===== src/rtl/mc_pkg.sv =====
// Shared definitions for the multicycle MIPS datapath: word width, ALU
// operation codes, B-operand selects and the immediate sign-extension helper.
package mc_pkg;

  localparam int WORD_W = 32;

  typedef enum logic [2:0] {
    ALU_AND = 3'b000,
    ALU_OR  = 3'b001,
    ALU_ADD = 3'b010,
    ALU_SUB = 3'b110,
    ALU_SLT = 3'b111
  } alu_op_e;

  typedef enum logic [1:0] {
    SRCB_REG     = 2'b00,
    SRCB_FOUR    = 2'b01,
    SRCB_IMM     = 2'b10,
    SRCB_IMM_SH2 = 2'b11
  } srcb_sel_e;

  function automatic logic [WORD_W-1:0] sign_ext16(input logic [15:0] imm);
    return {{16{imm[15]}}, imm};
  endfunction

endpackage


===== src/rtl/mc_regfile.sv =====
// 32x32 register file: two combinational read ports, one synchronous write
// port, register 0 hardwired to zero, optional synchronous clear on reset.
module mc_regfile
  import mc_pkg::*;
#(
  parameter bit CLEAR_ON_RST = 1'b1
) (
  input  logic              i_clk,
  input  logic              i_rst,
  input  logic [4:0]        i_ra1,
  input  logic [4:0]        i_ra2,
  output logic [WORD_W-1:0] o_rd1,
  output logic [WORD_W-1:0] o_rd2,
  input  logic              i_we,
  input  logic [4:0]        i_wa,
  input  logic [WORD_W-1:0] i_wd
);

  logic [WORD_W-1:0] r_mem [0:31];

  // Reset suppresses any write in the same cycle, whether or not it clears.
  always_ff @(posedge i_clk) begin
    if (i_rst) begin
      if (CLEAR_ON_RST) begin
        for (int i = 0; i < 32; i++) begin
          r_mem[i] <= {WORD_W{1'b0}};
        end
      end
    end else if (i_we && (i_wa != 5'd0)) begin
      r_mem[i_wa] <= i_wd;
    end
  end

  assign o_rd1 = (i_ra1 == 5'd0) ? {WORD_W{1'b0}} : r_mem[i_ra1];
  assign o_rd2 = (i_ra2 == 5'd0) ? {WORD_W{1'b0}} : r_mem[i_ra2];

endmodule


===== src/rtl/mc_datapath.sv =====
// Multicycle MIPS datapath driven by an external control unit.
// Optional MC_DATAPATH_JUMP_EN adds a Jump input for J-type PC targets.
module mc_datapath
  import mc_pkg::*;
#(
  parameter logic [31:0] RESET_PC        = 32'h0000_0000,
  parameter bit          RF_CLEAR_ON_RST = 1'b1
) (
  input  logic        clk,
  input  logic        rst,
  input  logic        MemtoReg,
  input  logic        RegDst,
  input  logic        IorD,
  input  logic        PCSrc,
  input  logic        ALUSrcA,
  input  logic        IRWrite,
  input  logic        MemWrite,
  input  logic        PCWrite,
  input  logic        Branch,
  input  logic        RegWrite,
`ifdef MC_DATAPATH_JUMP_EN
  input  logic        Jump,
`endif
  input  logic [1:0]  ALUSrcB,
  input  logic [2:0]  ALUControl,
  input  logic [31:0] mem_rdata,
  output logic [31:0] mem_addr,
  output logic [31:0] mem_wdata,
  output logic        mem_we,
  output logic [5:0]  Opcode,
  output logic [5:0]  Funct,
  output logic        Zero,
  output logic [31:0] pc
);

  logic [WORD_W-1:0] r_pc;
  logic [WORD_W-1:0] r_ir;
  logic [WORD_W-1:0] r_data;
  logic [WORD_W-1:0] r_a;
  logic [WORD_W-1:0] r_b;
  logic [WORD_W-1:0] r_aluout;

  logic [WORD_W-1:0] w_rd1;
  logic [WORD_W-1:0] w_rd2;
  logic [WORD_W-1:0] w_sign_imm;
  logic [WORD_W-1:0] w_src_a;
  logic [WORD_W-1:0] w_src_b;
  logic [WORD_W-1:0] w_alu_result;
  logic [WORD_W-1:0] w_pc_next;
  logic [WORD_W-1:0] w_rf_wd;
  logic [4:0]        w_rf_wa;
  logic              w_pc_en;

  assign w_sign_imm = sign_ext16(r_ir[15:0]);
  assign w_src_a    = ALUSrcA ? r_a : r_pc;
  assign w_rf_wa    = RegDst ? r_ir[15:11] : r_ir[20:16];
  assign w_rf_wd    = MemtoReg ? r_data : r_aluout;
  assign w_pc_en    = PCWrite | (Branch & Zero);

  assign mem_addr  = IorD ? r_aluout : r_pc;
  assign mem_wdata = r_b;
  assign mem_we    = MemWrite & ~rst;
  assign Opcode    = r_ir[31:26];
  assign Funct     = r_ir[5:0];
  assign Zero      = (w_alu_result == 32'h0000_0000);
  assign pc        = r_pc;

  mc_regfile #(
    .CLEAR_ON_RST(RF_CLEAR_ON_RST)
  ) u_regfile (
    .i_clk (clk),
    .i_rst (rst),
    .i_ra1 (r_ir[25:21]),
    .i_ra2 (r_ir[20:16]),
    .o_rd1 (w_rd1),
    .o_rd2 (w_rd2),
    .i_we  (RegWrite),
    .i_wa  (w_rf_wa),
    .i_wd  (w_rf_wd)
  );

  // ALU B-operand select.
  always_comb begin
    w_src_b = r_b;
    case (ALUSrcB)
      SRCB_REG:     w_src_b = r_b;
      SRCB_FOUR:    w_src_b = 32'd4;
      SRCB_IMM:     w_src_b = w_sign_imm;
      SRCB_IMM_SH2: w_src_b = {w_sign_imm[29:0], 2'b00};
      default:      w_src_b = r_b;
    endcase
  end

  // ALU; unassigned operation codes yield zero, slt compares as signed.
  always_comb begin
    w_alu_result = 32'h0000_0000;
    case (ALUControl)
      ALU_ADD: w_alu_result = w_src_a + w_src_b;
      ALU_SUB: w_alu_result = w_src_a - w_src_b;
      ALU_AND: w_alu_result = w_src_a & w_src_b;
      ALU_OR:  w_alu_result = w_src_a | w_src_b;
      ALU_SLT: w_alu_result = ($signed(w_src_a) < $signed(w_src_b)) ? 32'd1 : 32'd0;
      default: w_alu_result = 32'h0000_0000;
    endcase
  end

  // Next-PC select; a jump outranks the PCSrc choice when enabled.
  always_comb begin
    w_pc_next = w_alu_result;
`ifdef MC_DATAPATH_JUMP_EN
    if (Jump && PCWrite) begin
      w_pc_next = {r_pc[31:28], r_ir[25:0], 2'b00};
    end else if (PCSrc) begin
      w_pc_next = r_aluout;
    end else begin
      w_pc_next = w_alu_result;
    end
`else
    if (PCSrc) begin
      w_pc_next = r_aluout;
    end else begin
      w_pc_next = w_alu_result;
    end
`endif
  end

  // Architectural state; Data/A/B/ALUOut capture every cycle, IR and PC are gated.
  always_ff @(posedge clk) begin
    if (rst) begin
      r_pc     <= RESET_PC;
      r_ir     <= 32'h0000_0000;
      r_data   <= 32'h0000_0000;
      r_a      <= 32'h0000_0000;
      r_b      <= 32'h0000_0000;
      r_aluout <= 32'h0000_0000;
    end else begin
      r_data   <= mem_rdata;
      r_a      <= w_rd1;
      r_b      <= w_rd2;
      r_aluout <= w_alu_result;
      if (IRWrite) begin
        r_ir <= mem_rdata;
      end
      if (w_pc_en) begin
        r_pc <= w_pc_next;
      end
    end
  end

endmodule


===== config.mk =====
export PLATFORM = sky130hd
export DESIGN_NAME = mc_datapath
export DESIGN_NICKNAME = d
export VERILOG_FILES = /design/src/rtl/mc_pkg.sv /design/src/rtl/mc_regfile.sv /design/src/rtl/mc_datapath.sv
export SDC_FILE = /design/constraint.sdc
export NUM_CORES = 2
export LEC_CHECK = 0
export BUFFER_PORTS_ARGS = -buffer_cell sky130_fd_sc_hd__buf_4
export CORE_MARGIN = 2
export CORE_UTILIZATION = 40
export DETAILED_ROUTE_END_ITERATION = 10
export GPL_TIMING_DRIVEN = 0
export MAX_ROUTING_LAYER = met4
export PLACE_DENSITY = 0.54
export SLEW_MARGIN = 20
export SYNTH_ARGS = -nofsm -noshare
export SYNTH_HDL_FRONTEND = slang
export SYNTH_HIERARCHICAL = 1
export SYNTH_SLANG_ARGS = --single-unit
export TNS_END_PERCENT = 10

===== constraint.sdc =====
create_clock -name clk -period 10.8 [get_ports clk]
set_input_delay 1.62 -clock clk [delete_from_list [all_inputs] [get_ports clk]]
set_output_delay 1.62 -clock clk [all_outputs]
set_load 0.005 [all_outputs]

==> metrics.txt <==
# TYPE chip_impl_metric gauge
chip_impl_info{name="outcome",value="completed"} 1
chip_impl_metric{name="power",unit="mW"} 12.51
chip_impl_metric{name="layout.core_utilization",unit="%"} 45.55
chip_impl_metric{name="postSynthRegisterBits",unit=""} 1216
chip_impl_metric{name="global_route.usage.met1",unit="%"} 45.59
chip_impl_metric{name="number_of_distinct_standard_cells_referenced_by_the_synthesized_netlist",unit=""} 97
chip_impl_metric{name="drt-initial-drc-count",unit=""} 7589
chip_impl_info{name="cts_tree",value="yes"} 1
chip_impl_metric{name="cts_repair_resize_count",unit=""} 0
chip_impl_metric{name="area_delta_synth_final",unit="%"} 13.39
chip_impl_info{name="cts_root_buffer",value="sky130_fd_sc_hd__clkbuf_16"} 1
chip_impl_metric{name="clk_latency",unit="ns"} 0.83
chip_impl_metric{name="worst_pin_slew",unit="ns"} 1.337
chip_impl_metric{name="critPathMaxFanout",unit=""} 10
chip_impl_metric{name="gp_routability_congestion",unit=""} 1.003
chip_impl_metric{name="track_usage",unit="%"} 35.43
chip_impl_info{name="setup.worst_path.end_class",value="output pin"} 1
chip_impl_metric{name="remaining_drc_errors",unit=""} 0
chip_impl_metric{name="firstDrtPassIters",unit=""} 6
chip_impl_info{name="crit_path_cell_trace",value="buf_4 -> clkbuf_1 -> clkbuf_1 -> mux2i_1 -> o21ai_0 -> ha_1 -> buf_2 -> inv_1 -> nor3_1 -> a221oi_2 -> a21oi_1 -> o211ai_1 -> mux2i_1 -> nor4_4 -> nand4_2 -> nor4_4 -> nand2_1 -> nor2_1 -> buf_4"} 1
chip_impl_metric{name="drive_above_1_share",unit="%"} 22.30
chip_impl_metric{name="rows",unit=""} 151
chip_impl_metric{name="irDropWorstVdd",unit="mV"} 0.1483
chip_impl_info{name="unrepaired_setup_endpoints_after_global_routing",value="false"} 1
chip_impl_metric{name="setup_viol_count_final",unit=""} 0
chip_impl_metric{name="cts_bufs_inserted",unit=""} 142
chip_impl_metric{name="dp_slack",unit="ns"} 1.625
chip_impl_metric{name="setup_slack",unit="ns"} 1.582
chip_impl_info{name="cp_top_family",value="compound AO/OA/AOI/OAI gates"} 1
chip_impl_metric{name="nNetsFinal",unit=""} 5646
chip_impl_metric{name="timing.critical_path.slowest_cell_delay",unit="ns"} 0.81
chip_impl_metric{name="hold_violations",unit=""} 0
chip_impl_info{name="yosys.area.top_type",value="sky130_fd_sc_hd__edfxtp_1"} 1
chip_impl_metric{name="timing.critical_path.buf_inv",unit=""} 6
chip_impl_metric{name="max_freq",unit="MHz"} 108.5
chip_impl_metric{name="yosys_warnings",unit=""} 6
chip_impl_metric{name="number_of_nets_with_antenna_violations_after_detailed_routing",unit=""} 0
chip_impl_metric{name="cts_max_level",unit=""} 4
chip_impl_metric{name="chipHeight",unit="um"} 416.1
chip_impl_metric{name="via_count_of_the_first_global_routing_pass",unit=""} 48180
chip_impl_metric{name="portBuffers",unit=""} 150
chip_impl_info{name="critical_path.slowest_cell",value="sky130_fd_sc_hd__o21ai_0"} 1
chip_impl_metric{name="max_cap_violations",unit=""} 0
chip_impl_metric{name="grt_overflow",unit=""} 0
chip_impl_metric{name="reg2reg_setup_slack",unit="ns"} 4.19
chip_impl_metric{name="die-width",unit="um"} 416.1
chip_impl_metric{name="floorplan.initialDensity",unit="%"} 40.17
chip_impl_info{name="critical_setup_path_kind",value="input port to output pin"} 1
chip_impl_metric{name="grt_first_pass_wirelength",unit="mm"} 405.8
chip_impl_metric{name="synth_area_per_cell",unit="um^2"} 13.19
chip_impl_metric{name="synth_enable_flop_cells",unit=""} 1024
chip_impl_metric{name="groute.layer.met3.usage",unit="%"} 7.942
chip_impl_metric{name="clock_path_buffers",unit=""} 3
chip_impl_metric{name="worst-endpoint-required",unit="ns"} 9.18
chip_impl_metric{name="async_sr_flop_fraction",unit="%"} 0
chip_impl_metric{name="worst_setup_hold_path_clk_slew",unit="ns"} 0.06
chip_impl_metric{name="groute.layer.met2.usage",unit="%"} 52.31
chip_impl_info{name="synth_ff_type",value="sky130_fd_sc_hd__edfxtp_1"} 1
chip_impl_metric{name="syn_area",unit="mm^2"} 0.06793
chip_impl_metric{name="worst_relative_slew_slack",unit="%"} 10.21
chip_impl_info{name="setup.worst_path.start_class",value="input port"} 1
chip_impl_metric{name="core-area",unit="mm^2"} 0.1691
chip_impl_metric{name="average_vias_per_placed_instance",unit=""} 6.411
chip_impl_metric{name="report.final.slew_viol_count",unit=""} 0
chip_impl_metric{name="share_of_the_clock_period_used_by_the_worst_path_after_layout",unit="%"} 85.35
chip_impl_metric{name="ctsHoldBuffers",unit=""} 0
chip_impl_metric{name="dp_hpwl",unit="mm"} 221.5
chip_impl_metric{name="final_cells",unit=""} 7836
chip_impl_info{name="yosys.cell_count.top_type",value="sky130_fd_sc_hd__edfxtp_1"} 1
chip_impl_metric{name="dieArea",unit="mm^2"} 0.1731
chip_impl_metric{name="vias",unit=""} 50230
chip_impl_metric{name="fin_crit",unit="ns"} 9.218
chip_impl_info{name="grt-busiest-layer",value="met2"} 1
chip_impl_info{name="synth_commonest_cells",value="sky130_fd_sc_hd__edfxtp_1, sky130_fd_sc_hd__and2_1, sky130_fd_sc_hd__mux4_2, sky130_fd_sc_hd__clkbuf_1, sky130_fd_sc_hd__mux2i_1"} 1
chip_impl_metric{name="finalWirelength",unit="mm"} 302.8
chip_impl_metric{name="synthDominantCellAreaShare",unit="%"} 45.26
chip_impl_metric{name="io-pin-count",unit=""} 159
chip_impl_info{name="hold_path.class",value="flop to flop"} 1
chip_impl_metric{name="power_density",unit="mW/mm^2"} 162.5
chip_impl_metric{name="leak",unit="nW"} 27.60
chip_impl_metric{name="maximum_number_of_pins_on_one_net_before_global_route_repair",unit=""} 33
chip_impl_info{name="synth.top_cells.by_area",value="sky130_fd_sc_hd__edfxtp_1, sky130_fd_sc_hd__mux4_2, sky130_fd_sc_hd__and2_1"} 1
chip_impl_metric{name="cp_arrival",unit="ns"} 7.60
chip_impl_metric{name="clkSinkCount",unit=""} 1216
chip_impl_metric{name="ys_seq_area_share",unit="%"} 50.92
chip_impl_metric{name="initial_antenna_violation_count",unit=""} 23
chip_impl_metric{name="detail_route.wl_per_cell",unit="um"} 38.65
chip_impl_metric{name="post-place-cells",unit=""} 7564
chip_impl_metric{name="postCtsSetupRepairBufs",unit=""} 0
chip_impl_metric{name="final.setup.tns",unit="ns"} 0
chip_impl_metric{name="fin_worst_skew",unit="ns"} 0.03558
chip_impl_metric{name="synthesis.instances",unit=""} 5150
## worst paths after layout
kind | endpoint | start | cells past startpoint
setup / recovery | Zero | ALUSrcB[1] | 19
hold / removal | r_ir[31] | r_ir[31] | 2
setup reg to reg | pc[16] | r_ir[15] | 19
hold reg to reg | r_ir[31] | r_ir[31] | 2
## cells in the final DEF (no fill, tap or decap), drive strengths merged, types with 19 or more instances in the layout
cell | synthesis | routed
nor4 | 19 | 19
buf | 172 | 338
mux2i | 215 | 215
inv | 104 | 110
o211ai | 22 | 22
nor3 | 83 | 83
conb | 1 | 32
nand2 | 92 | 92
o21a | 26 | 26
clkbuf | 341 | 529
nand3 | 40 | 40
o21ai | 71 | 71
or2 | 39 | 39
mux2 | 128 | 128
and3 | 26 | 26
a2111oi | 57 | 57
a21oi | 136 | 136
a22o | 52 | 52
a21o | 25 | 25
a211oi | 31 | 31
clkinv | 3 | 50
o31ai | 20 | 20
mux4 | 472 | 472
nor2b | 122 | 122
o22ai | 107 | 107
ha | 103 | 103
a221oi | 19 | 19
nor2 | 195 | 195
edfxtp | 1024 | 1024
and2 | 1006 | 1006
dfxtp | 192 | 192
## per-stage QoR
stage                     area, um^2  hold WS, ns
after floorplan                68050       0.4546
after global placement         71950       0.4784
after detailed placement       72340       0.4850
after CTS                      76930       0.4999
after global routing           77010       0.5281
final                          77030       0.4934
## report_power, final
group          total [mW]  internal (mW)  switching [mW]
clock network        4.81           2.75            2.06
registers            5.46           5.29           0.169
logic                2.25          0.757            1.49
## cell type report
| class | instances | area [um^2] |
|---|---|---|
| Buffer | 513 | 2452 |
| Fill cell | 15340 | 92070 |
| Tap cell | 2218 | 2775 |
| Antenna cell | 17 | 42.54 |
| Clock buffer | 188 | 3852 |
| Sequential cell | 1216 | 34590 |
| Multi-Input combinational cell | 3345 | 30840 |
| Inverter | 107 | 401.6 |
| Timing Repair Buffer | 167 | 1331 |
| Clock inverter | 65 | 734.5 |
## flip-flops by register name, summed over array words and instances (netlist names)
signal / flops
mem_wdata: 32
pc: 32
r_a: 32
r_aluout: 32
r_data: 32
r_ir: 32
u_regfile/r_mem: 1024
## kinds of logic (layout without fill, tap and decap cells)
logic type	after synthesis	after routing	synth area share, %
and+or+nand+nor	1694	1694	14.51
DFF	1216	1216	50.92
muxes	815	815	20.94
AOI/OAI and AO/OA	684	684	7.318
buffers and inverters	620	1040	4.157
adders and majority gates	105	105	1.956
xor gates and xnor gates	15	15	0.1934
other	1	49	0.005520
## metal layers
metal  up-vias  share of wire [%]
met2      3308                 45
met4         0                6.2
met5         -                  0
met1     26080                 39
li1      20120                  -
met3       722                 10
## worst min-delay path: stages, from the launching register on
cell and delay (ns):
sky130_fd_sc_hd__dfxtp_1 0.33, sky130_fd_sc_hd__mux2i_1 0.06, sky130_fd_sc_hd__nor2_1 0.07
Power figures use the tool's default switching activity.
